===== config.mk =====
export PLATFORM = sky130hd
export DESIGN_NAME = risp_input_scheduler_flat
export DESIGN_NICKNAME = d
export VERILOG_FILES = /design/src/rtl/risp_pkg.sv /design/src/rtl/risp_input_scheduler_if.sv /design/src/rtl/risp_charge_ring.sv /design/src/rtl/risp_input_scheduler.sv /design/src/flat_wrapper.sv
export SDC_FILE = /design/constraint.sdc
export NUM_CORES = 1
export LEC_CHECK = 0
export BUFFER_PORTS_ARGS = -buffer_cell sky130_fd_sc_hd__buf_2
export CAP_MARGIN = 20
export CORE_UTILIZATION = 50
export DETAILED_ROUTE_END_ITERATION = 10
export GPL_ROUTABILITY_DRIVEN = 0
export PLACE_DENSITY = 0.66
export SETUP_SLACK_MARGIN = 0.4
export SLEW_MARGIN = 20
export SYNTH_ARGS = -nofsm -noshare
export SYNTH_HDL_FRONTEND = slang
export SYNTH_SLANG_ARGS = --single-unit

===== constraint.sdc =====
create_clock -name clk -period 6.9 [get_ports clk]
set_input_delay 0.69 -clock clk [delete_from_list [all_inputs] [get_ports clk]]
set_output_delay 0.69 -clock clk [all_outputs]
set_load 0.01 [all_outputs]

===== src/rtl/risp_pkg.sv =====
// Shared types and saturating arithmetic for the risp input path.
// Sums are formed at full integer width and then clamped to a signed lane of the requested width.
package risp_pkg;

  localparam int CHARGE_WIDTH_DEF = 8;
  localparam int DELAY_WIDTH_DEF  = 4;

  typedef logic signed [CHARGE_WIDTH_DEF-1:0] charge_t;

  function automatic logic signed [31:0] sat_max(input int width);
    return (32'sd1 <<< (width - 1)) - 32'sd1;
  endfunction

  function automatic logic signed [31:0] sat_min(input int width);
    return -(32'sd1 <<< (width - 1));
  endfunction

  // Operands are sign-extended lane values, so the 32-bit sum never wraps.
  function automatic logic signed [31:0] sat_add_signed(input logic signed [31:0] a,
                                                         input logic signed [31:0] b,
                                                         input int                 width);
    logic signed [31:0] sum;
    sum = a + b;
    if (sum > sat_max(width)) begin
      return sat_max(width);
    end else if (sum < sat_min(width)) begin
      return sat_min(width);
    end
    return sum;
  endfunction

endpackage


===== src/rtl/risp_input_scheduler_if.sv =====
// Spike injection handshake: the source offers (delay, charge) and holds it until spk_rdy.
interface risp_input_scheduler_if #(
  parameter int CHARGE_WIDTH = 8,
  parameter int DELAY_WIDTH  = 4
);
  logic                           spk_vld;
  logic                           spk_rdy;
  logic [DELAY_WIDTH-1:0]         spk_delay;
  logic signed [CHARGE_WIDTH-1:0] spk_charge;

  modport master (output spk_vld, output spk_delay, output spk_charge, input spk_rdy);
  modport slave  (input spk_vld, input spk_delay, input spk_charge, output spk_rdy);
endinterface


===== src/rtl/risp_charge_ring.sv =====
// Ring of per-timestep charge slots with head pointer and nonzero bitmap.
// Deposit writes one slot; retire zeroes the head slot and advances; clear wins over both.
module risp_charge_ring #(
  parameter int CHARGE_WIDTH = 8,
  parameter int DELAY_WIDTH  = 4
) (
  input  logic                    clk,
  input  logic                    arstn,
  input  logic                    clr_i,
  input  logic                    retire_i,
  input  logic                    dep_vld_i,
  input  logic [DELAY_WIDTH-1:0]  dep_idx_i,
  input  logic [CHARGE_WIDTH-1:0] dep_val_i,
  output logic [CHARGE_WIDTH-1:0] dep_old_o,
  output logic [CHARGE_WIDTH-1:0] head_val_o,
  output logic [DELAY_WIDTH-1:0]  head_o,
  output logic                    idle_o
);
  localparam int DEPTH = 2 ** DELAY_WIDTH;

  logic [CHARGE_WIDTH-1:0] slot_q [DEPTH];
  logic [CHARGE_WIDTH-1:0] slot_d [DEPTH];
  logic [DEPTH-1:0]        nz_q, nz_d;
  logic [DELAY_WIDTH-1:0]  head_q, head_d;

  always_comb begin
    slot_d = slot_q;
    nz_d   = nz_q;
    head_d = head_q;
    if (clr_i) begin
      for (int i = 0; i < DEPTH; i++) slot_d[i] = '0;
      nz_d   = '0;
      head_d = '0;
    end else if (retire_i) begin
      slot_d[head_q] = '0;
      nz_d[head_q]   = 1'b0;
      head_d         = head_q + 1'b1;
    end else if (dep_vld_i) begin
      // A deposit that cancels the slot back to zero drops its bitmap bit.
      slot_d[dep_idx_i] = dep_val_i;
      nz_d[dep_idx_i]   = |dep_val_i;
    end
  end

  always_ff @(posedge clk or negedge arstn) begin
    if (!arstn) begin
      for (int i = 0; i < DEPTH; i++) slot_q[i] <= '0;
      nz_q   <= '0;
      head_q <= '0;
    end else begin
      slot_q <= slot_d;
      nz_q   <= nz_d;
      head_q <= head_d;
    end
  end

  assign dep_old_o  = slot_q[dep_idx_i];
  assign head_val_o = slot_q[head_q];
  assign head_o     = head_q;
  assign idle_o     = (nz_q == '0);

endmodule


===== src/rtl/risp_input_scheduler.sv =====
// Buffers injected spikes into timestep slots and presents the head slot as charge (0-cycle read).
// spk_rdy drops during en/clr/reset so deposits never race a slot retire; the source holds the spike.
module risp_input_scheduler
  import risp_pkg::*;
#(
  parameter int CHARGE_WIDTH = 8,
  parameter int DELAY_WIDTH  = 4
) (
  input  logic                           clk,
  input  logic                           arstn,
  input  logic                           clr,
  input  logic                           en,
  risp_input_scheduler_if.slave          spk,
  output logic signed [CHARGE_WIDTH-1:0] charge,
  output logic                           idle,
  output logic                           sat
);
  logic                    accept;
  logic [DELAY_WIDTH-1:0]  head;
  logic [DELAY_WIDTH-1:0]  dep_idx;
  logic [CHARGE_WIDTH-1:0] dep_old;
  logic [CHARGE_WIDTH-1:0] dep_new;
  logic [CHARGE_WIDTH-1:0] head_val;
  logic signed [31:0]      sum_raw;
  logic signed [31:0]      sum_clamped;
  logic                    sat_hit;
  logic                    sat_q, sat_d;

  assign spk.spk_rdy = arstn && !clr && !en;
  assign accept      = spk.spk_vld && spk.spk_rdy;
  assign dep_idx     = head + spk.spk_delay;

  assign sum_raw     = 32'(signed'(dep_old)) + 32'(signed'(spk.spk_charge));
  assign sum_clamped = sat_add_signed(32'(signed'(dep_old)), 32'(signed'(spk.spk_charge)),
                                      CHARGE_WIDTH);
  assign sat_hit     = (sum_raw != sum_clamped);
  assign dep_new     = sum_clamped[CHARGE_WIDTH-1:0];

  risp_charge_ring #(
    .CHARGE_WIDTH (CHARGE_WIDTH),
    .DELAY_WIDTH  (DELAY_WIDTH)
  ) u_ring (
    .clk        (clk),
    .arstn      (arstn),
    .clr_i      (clr),
    .retire_i   (en),
    .dep_vld_i  (accept),
    .dep_idx_i  (dep_idx),
    .dep_val_i  (dep_new),
    .dep_old_o  (dep_old),
    .head_val_o (head_val),
    .head_o     (head),
    .idle_o     (idle)
  );

  always_comb begin
    sat_d = sat_q;
    if (clr) begin
      sat_d = 1'b0;
    end else if (accept && sat_hit) begin
      sat_d = 1'b1;
    end
  end

  always_ff @(posedge clk or negedge arstn) begin
    if (!arstn) begin
      sat_q <= 1'b0;
    end else begin
      sat_q <= sat_d;
    end
  end

  assign sat    = sat_q;
  assign charge = signed'(head_val);

endmodule


===== src/flat_wrapper.sv =====
// flat-port wrapper written by rule: the top's interface ports become plain ports
module risp_input_scheduler_flat import risp_pkg::*;
#(
  parameter int CHARGE_WIDTH = 8,
  parameter int DELAY_WIDTH  = 4
)
  (clk, arstn, clr, en, charge, idle, sat, spk_spk_vld, spk_spk_delay, spk_spk_charge, spk_spk_rdy);
  risp_input_scheduler_if #(.CHARGE_WIDTH(CHARGE_WIDTH), .DELAY_WIDTH(DELAY_WIDTH)) spk_i ();
  input  logic clk;
  input  logic arstn;
  input  logic clr;
  input  logic en;
  output logic signed [CHARGE_WIDTH-1:0] charge;
  output logic idle;
  output logic sat;
  input wire logic [$bits(spk_i.spk_vld)-1:0] spk_spk_vld;
  input wire logic [$bits(spk_i.spk_delay)-1:0] spk_spk_delay;
  input wire logic [$bits(spk_i.spk_charge)-1:0] spk_spk_charge;
  output wire logic [$bits(spk_i.spk_rdy)-1:0] spk_spk_rdy;
  assign spk_i.spk_vld = spk_spk_vld;
  assign spk_i.spk_delay = spk_spk_delay;
  assign spk_i.spk_charge = spk_spk_charge;
  assign spk_spk_rdy = spk_i.spk_rdy;
  risp_input_scheduler #(.CHARGE_WIDTH(CHARGE_WIDTH), .DELAY_WIDTH(DELAY_WIDTH)) u_core (.clk(clk), .arstn(arstn), .clr(clr), .en(en), .spk(spk_i), .charge(charge), .idle(idle), .sat(sat));
endmodule

==> results.ini, run 1 <==
[run_status]
outcome=finished clean

[die]
start_util_pct=51.20
core_area_um2=20300
ios=28
dieArea_um2=21370
die_h_um=146.2
die_w_um=146.2
row_count=52

[timing]
setup_ws_ns=1.517
hold_viol=0
worst_pin_slew_ns=1.061
fmax_ghz=0.1858
tns_ns=0
post-route-period-util_pct=78.02
rsz0062_at_grt=false
clock_skew_ns=0.01270
hold_ws_ns=0.1224
setup_violations=0
relSlewSlack_pct=29.30
slew_viol_final=0
finalCriticalPeriod_ns=5.383

[place]
io_buffers=27
dpl_cell_area_um2=10700
dp_slack_ns=1.261
dp_hpwl_um=26000
placedCellCount=1299

[layout]
fin_area_um2=11330
stdcell_count=1331
syn2layout_area_growth_pct=9.004
finalNetCount=1084
drive_gt1_share_pct=20.36
antenna_cells=0
fin_util_pct=55.81

[synthesis]
synthTopCellsByArea=dfrtp_1 36%, mux4_2 16%, a21oi_1 11%
ys_warn_count=0
syn_area_um2=10390
synth.distinct_cells=64
synth_nets=1102
seq_area_frac_synth_pct=35.87
async_flop_share_pct=100.0
yosys_most_used_dff=dfrtp_1
synth.largest_area_cell=dfrtp_1
synth_cells=1066
synth_area_per_cell_um2=9.750
synth_common_cells=229 x a21oi_1, 149 x dfrtp_1, 87 x nand2_1
yosysMostFrequentCell=a21oi_1
synth-seq-cells=149
synth.top_cell.area_share_pct=35.87
synth_edf_count=0

[cts]
cts.clk_slew.worst_paths_ns=0.07
clk_path_buf_depth=2
cts_setup_buffers=0
htree_levels=4
cts-buffers-inserted=17
clkSinkCount=149
clk_latency_ns=0.45
post_cts_resized=0
ctsHoldBuffers=0
cts_tree=done
cts-root-buf=clkbuf_16

[routing]
vias=9967
dr.pass1.iters=6
drt_iter0_markers=1432
vias_per_cell=7.488
drc_errors=0
wirelength_um=38130
drt-wirelength-per-cell_um=28.65
ant_nets=0

[grt]
grt_pass1_vias=9856
grt_overflow_total=0
grt_max_degree=69
grt_usage_pct=37.01
grt_antenna_before_repair=0
grt_first_pass_wirelength_um=59510

[pwr]
leakagePower_nw=4.376
power_density_nw_per_um2=234.1
p_total_mw=2.652
vdd.ir_drop.worst_uv=155.9

[worst_setup_path]
crit_start=u_core.u_ring.head_o[1]$_DFFE_PN0N_
crit_type=reg2reg
cp.required_ns=7.26
startpoint_type=flip-flop
endpoint_kind=flip-flop
crit_fanout=40
crit_arrival_ns=5.74
rr_startpoint=u_core.u_ring.head_o[1]$_DFFE_PN0N_

[worst_hold_path]
hp-class=in2async

[flow_run]
cap_violations=0

## state kept, by name, summed over array words and instances (netlist names)
name / flops
u_core.u_ring.slot_q: 128
u_core.sat: 1
u_core.u_ring.head_o: 4
u_core.u_ring.nz_q: 16
## final cells by class
cell class	count	area, um2
clock inverters	14	200.2
clock buffers	18	429.2
fillers	1832	8970
repair buffers	55	364.1
multi-input cells	806	6196
inverters	19	71.32
flip-flops and latches	149	3731
well taps	270	337.8
## cell families after synthesis
family / after synthesis / share of synthesized area, %
flops: 149 / 35.87
compound gates: 490 / 30.25
mux: 78 / 16.18
simple gates: 205 / 9.053
buf+inv: 111 / 4.887
xor+xnor: 14 / 1.324
fa+ha+maj: 19 / 2.432
## layout by cell type, fill, tap and decap left out, types with 4 or more instances in the layout
master     instances
xnor2_2            4
mux4_2            72
buf_4             27
a31oi_1           32
buf_2             26
inv_1             19
a21oi_1          229
nand3_1            8
nor2_1            53
a31o_2             6
o221a_2           15
o21ai_0           53
nor2b_1            7
o32ai_1            6
nand2_1           87
o211ai_1          85
dfrtp_1          147
o21ai_1           11
and3_1             8
inv_6              4
o32ai_2            4
ha_1              16
nor2_2             5
mux2i_1            5
a211o_1           14
nor4_1             4
bufinv_16          4
xor2_1             7
nand2b_1           5
clkbuf_16         17
nor3_1             9
nand4_1            4
a22o_1             7
## power by group
part	internal (mW)	switching [mW]
logic	0.190	0.553
clock network	0.610	0.413
registers	0.880	0.00579
## metal layers
| metal | vias to the layer above | global-route usage [%] | part of all wire, % |
|---|---|---|---|
| met5 | - | 1.136 | 0.047 |
| met4 | 2 | 18.07 | 4.2 |
| met3 | 130 | 10.34 | 11 |
| met2 | 723 | 55.69 | 46 |
| met1 | 4994 | 49.23 | 38 |
| li1 | 4118 | - | - |
## worst max-delay path: stages (launching register included)
cell and delay [ns]:
dfrtp_2 0.38, buf_4 0.52, ha_1 0.35, a21o_1 0.18, a21oi_2 0.28, xnor2_2 0.36, buf_4 0.38, and3_1 0.27
a31oi_1 0.09, ha_1 0.41, nand2_2 0.10, o31ai_4 0.34, and4b_1 0.60, or3_2 0.23, buf_4 0.39, o211ai_1 0.17
a21oi_1 0.21
## worst paths after layout
path,to,slack (ns),depth (start not counted)
setup / recovery,u_core.u_ring.slot_q[91]$_DFFE_PN0P_,1.52,16
hold / removal,u_core.u_ring.slot_q[47]$_DFFE_PN0P_,0.12,1
setup reg to reg,u_core.u_ring.slot_q[91]$_DFFE_PN0P_,1.52,16
hold reg to reg,u_core.sat$_DFFE_PN0P_,0.52,2
max in group asynchronous,u_core.u_ring.slot_q[56]$_DFFE_PN0P_,4.83,3
min in group clk,u_core.sat$_DFFE_PN0P_,0.52,2
Note: power is estimated with default switching activity, not from simulation.
==> inputs of run 2 (changes only) <==
Settings changed: PLACE_DENSITY 0.66 to 0.69.
Clock period 6.9 ns to 4.39 ns, I/O delays scaled along.
==> results.ini, run 2 (synthesized netlist as in run 1, its figures left out) <==
[worst_setup_path]
cp_slowest_cell=fa_2
crit_path_frequent_cell=buf_12
crit_arrival_ns=4.60
cp_top_family=adder cells
rr_worst_depth=17
critical_path_depth=17
startpoint_type=flip-flop
path_buf_inv=5
path_cells=ha_4 -> fa_2 -> buf_12 -> buf_4 -> bufbuf_16 -> mux4_2 -> nand2_2 -> a31oi_1 -> ha_2 -> o21a_1 -> o22a_1 -> o21ai_4 -> or3_4 -> buf_12 -> buf_16 -> o211ai_1 -> a21oi_1
endpoint_kind=flip-flop
cp.required_ns=4.71
crit_start=u_core.u_ring.head_o[0]$_DFFE_PN0N_
rr_startpoint=u_core.u_ring.head_o[0]$_DFFE_PN0N_
critPathMaxStageDelay_ns=0.58
crit_fanout=14
crit_type=reg2reg

[routing]
dr_wl_met2_um=17780
drt-wirelength-per-cell_um=28.61
wl_met3_um=5978
dr.pass1.iters=8
drc_errors=0
wl_met1_um=14570
drt_iter0_markers=1633
vias_per_cell=7.485
top_layer_used=met5
ant_nets=0
vias=10621
wirelength_um=40600

[layout]
multi_input_area_um2=6513
fin_util_pct=63.10
layout_commonest_cell=a21oi_1
drive_gt1_share_pct=30.23
largest_register_ffs=128
finalNetCount=1171
syn2layout_area_growth_pct=23.25
fill_cells=1624
mostFrequentLayoutCells=225 x a21oi_1, 147 x dfrtp_1, 85 x o211ai_1
seq_area_um2=3731
largest_register=u_core.u_ring.slot_q

[flow_run]
cap_violations=0

[cts]
clkSinkCount=149
cts-buffers-inserted=17
htree_levels=4
cts-root-buf=clkbuf_16
clk_latency_ns=0.44
cts_tree=done
clk_path_buf_depth=2
cts.clk_slew.worst_paths_ns=0.07

[timing]
slew_viol_final=0
relSlewSlack_pct=36.31
hold_viol=0
tns_ns=0
rsz0062_at_grt=true
worst_pin_slew_ns=0.9534
post-route-period-util_pct=97.67
setup_violations=0
hold_ws_ns=0.3148
fmax_ghz=0.2332
clock_skew_ns=0.01298
finalCriticalPeriod_ns=4.288

[die]
die_w_um=146.2
row_count=52
die_h_um=146.2
core_area_um2=20300
dieArea_um2=21370
ios=28
start_util_pct=51.20

[pwr]
p_total_mw=4.693
leakagePower_nw=5.045
vdd.ir_drop.worst_uv=268.1
power_density_nw_per_um2=366.4

[place]
dp_hpwl_um=25900
io_buffers=27

[grt]
grt_usage_pct=38.60
grt_max_degree=68
grt_overflow_total=0
grt_antenna_before_repair=1
grt_pass1_vias=10212
grt_first_pass_wirelength_um=61830

[worst_hold_path]
worstHoldStart=spk_spk_vld
hp-class=in2reg
holdPathStages=3

[run_status]
outcome=finished clean

[run 2: layout make-up]
type	instances	area share, %
clock buffer	18	3.428
tap	270	2.637
inverter	19	0.5567
antenna	1	0.01954
sequential	149	29.13
timing repair buffer	142	12.30
multi-input combinational	806	50.84
clock inverter	14	1.094
[run 2: layer usage]
metal | up-vias | global-route usage, %
met3 | 220 | 13.09
met1 | 5129 | 50.93
met5 | - | 0
met4 | 2 | 19.06
li1 | 4275 | -
met2 | 995 | 56.86
[run 2: power by group]
| part | internal, mW | leakage (nW) | switching, mW |
|---|---|---|---|
| registers | 1.38 | 2.08 | 0.0116 |
| logic | 0.760 | 2.70 | 1.05 |
| clock network | 0.810 | 0.274 | 0.674 |
[run 2: final timing paths]
path	end	slack, ns
max in group asynchronous	u_core.u_ring.slot_q[122]$_DFFE_PN0P_	1.97
hold reg to reg	u_core.sat$_DFFE_PN0P_	0.52
hold / removal	u_core.sat$_DFFE_PN0P_	0.31
setup / recovery	u_core.u_ring.slot_q[115]$_DFFE_PN0P_	0.10
min in group asynchronous	u_core.u_ring.slot_q[119]$_DFFE_PN0P_	0.43
setup reg to reg	u_core.u_ring.slot_q[115]$_DFFE_PN0P_	0.10
[run 2: timing repair]
item	CTS	global route
gates cloned	9	1
resized for setup	45	37
hold buffers	1	0
pin swaps	34	47
setup endpoints to repair	144	144
setup buffers	20	4
endpoints found under the hold margin	22	0
[run 2: metrics by stage]
step                      instances  setup slack (ns)  instance area [um2]
after floorplan                1066            0.3512                10510
after global placement         1351           -0.2298                11300
after detailed placement       1351           -0.3111                11300
after CTS                      1413            0.2278                12540
after global routing           1418          0.004374                12810
final                          1419            0.1024                12810
[run 2: worst min-delay path, stage by stage]
cell	delay [ns]
buf_2	0.12
o211ai_1	0.09
a21oi_1	0.07
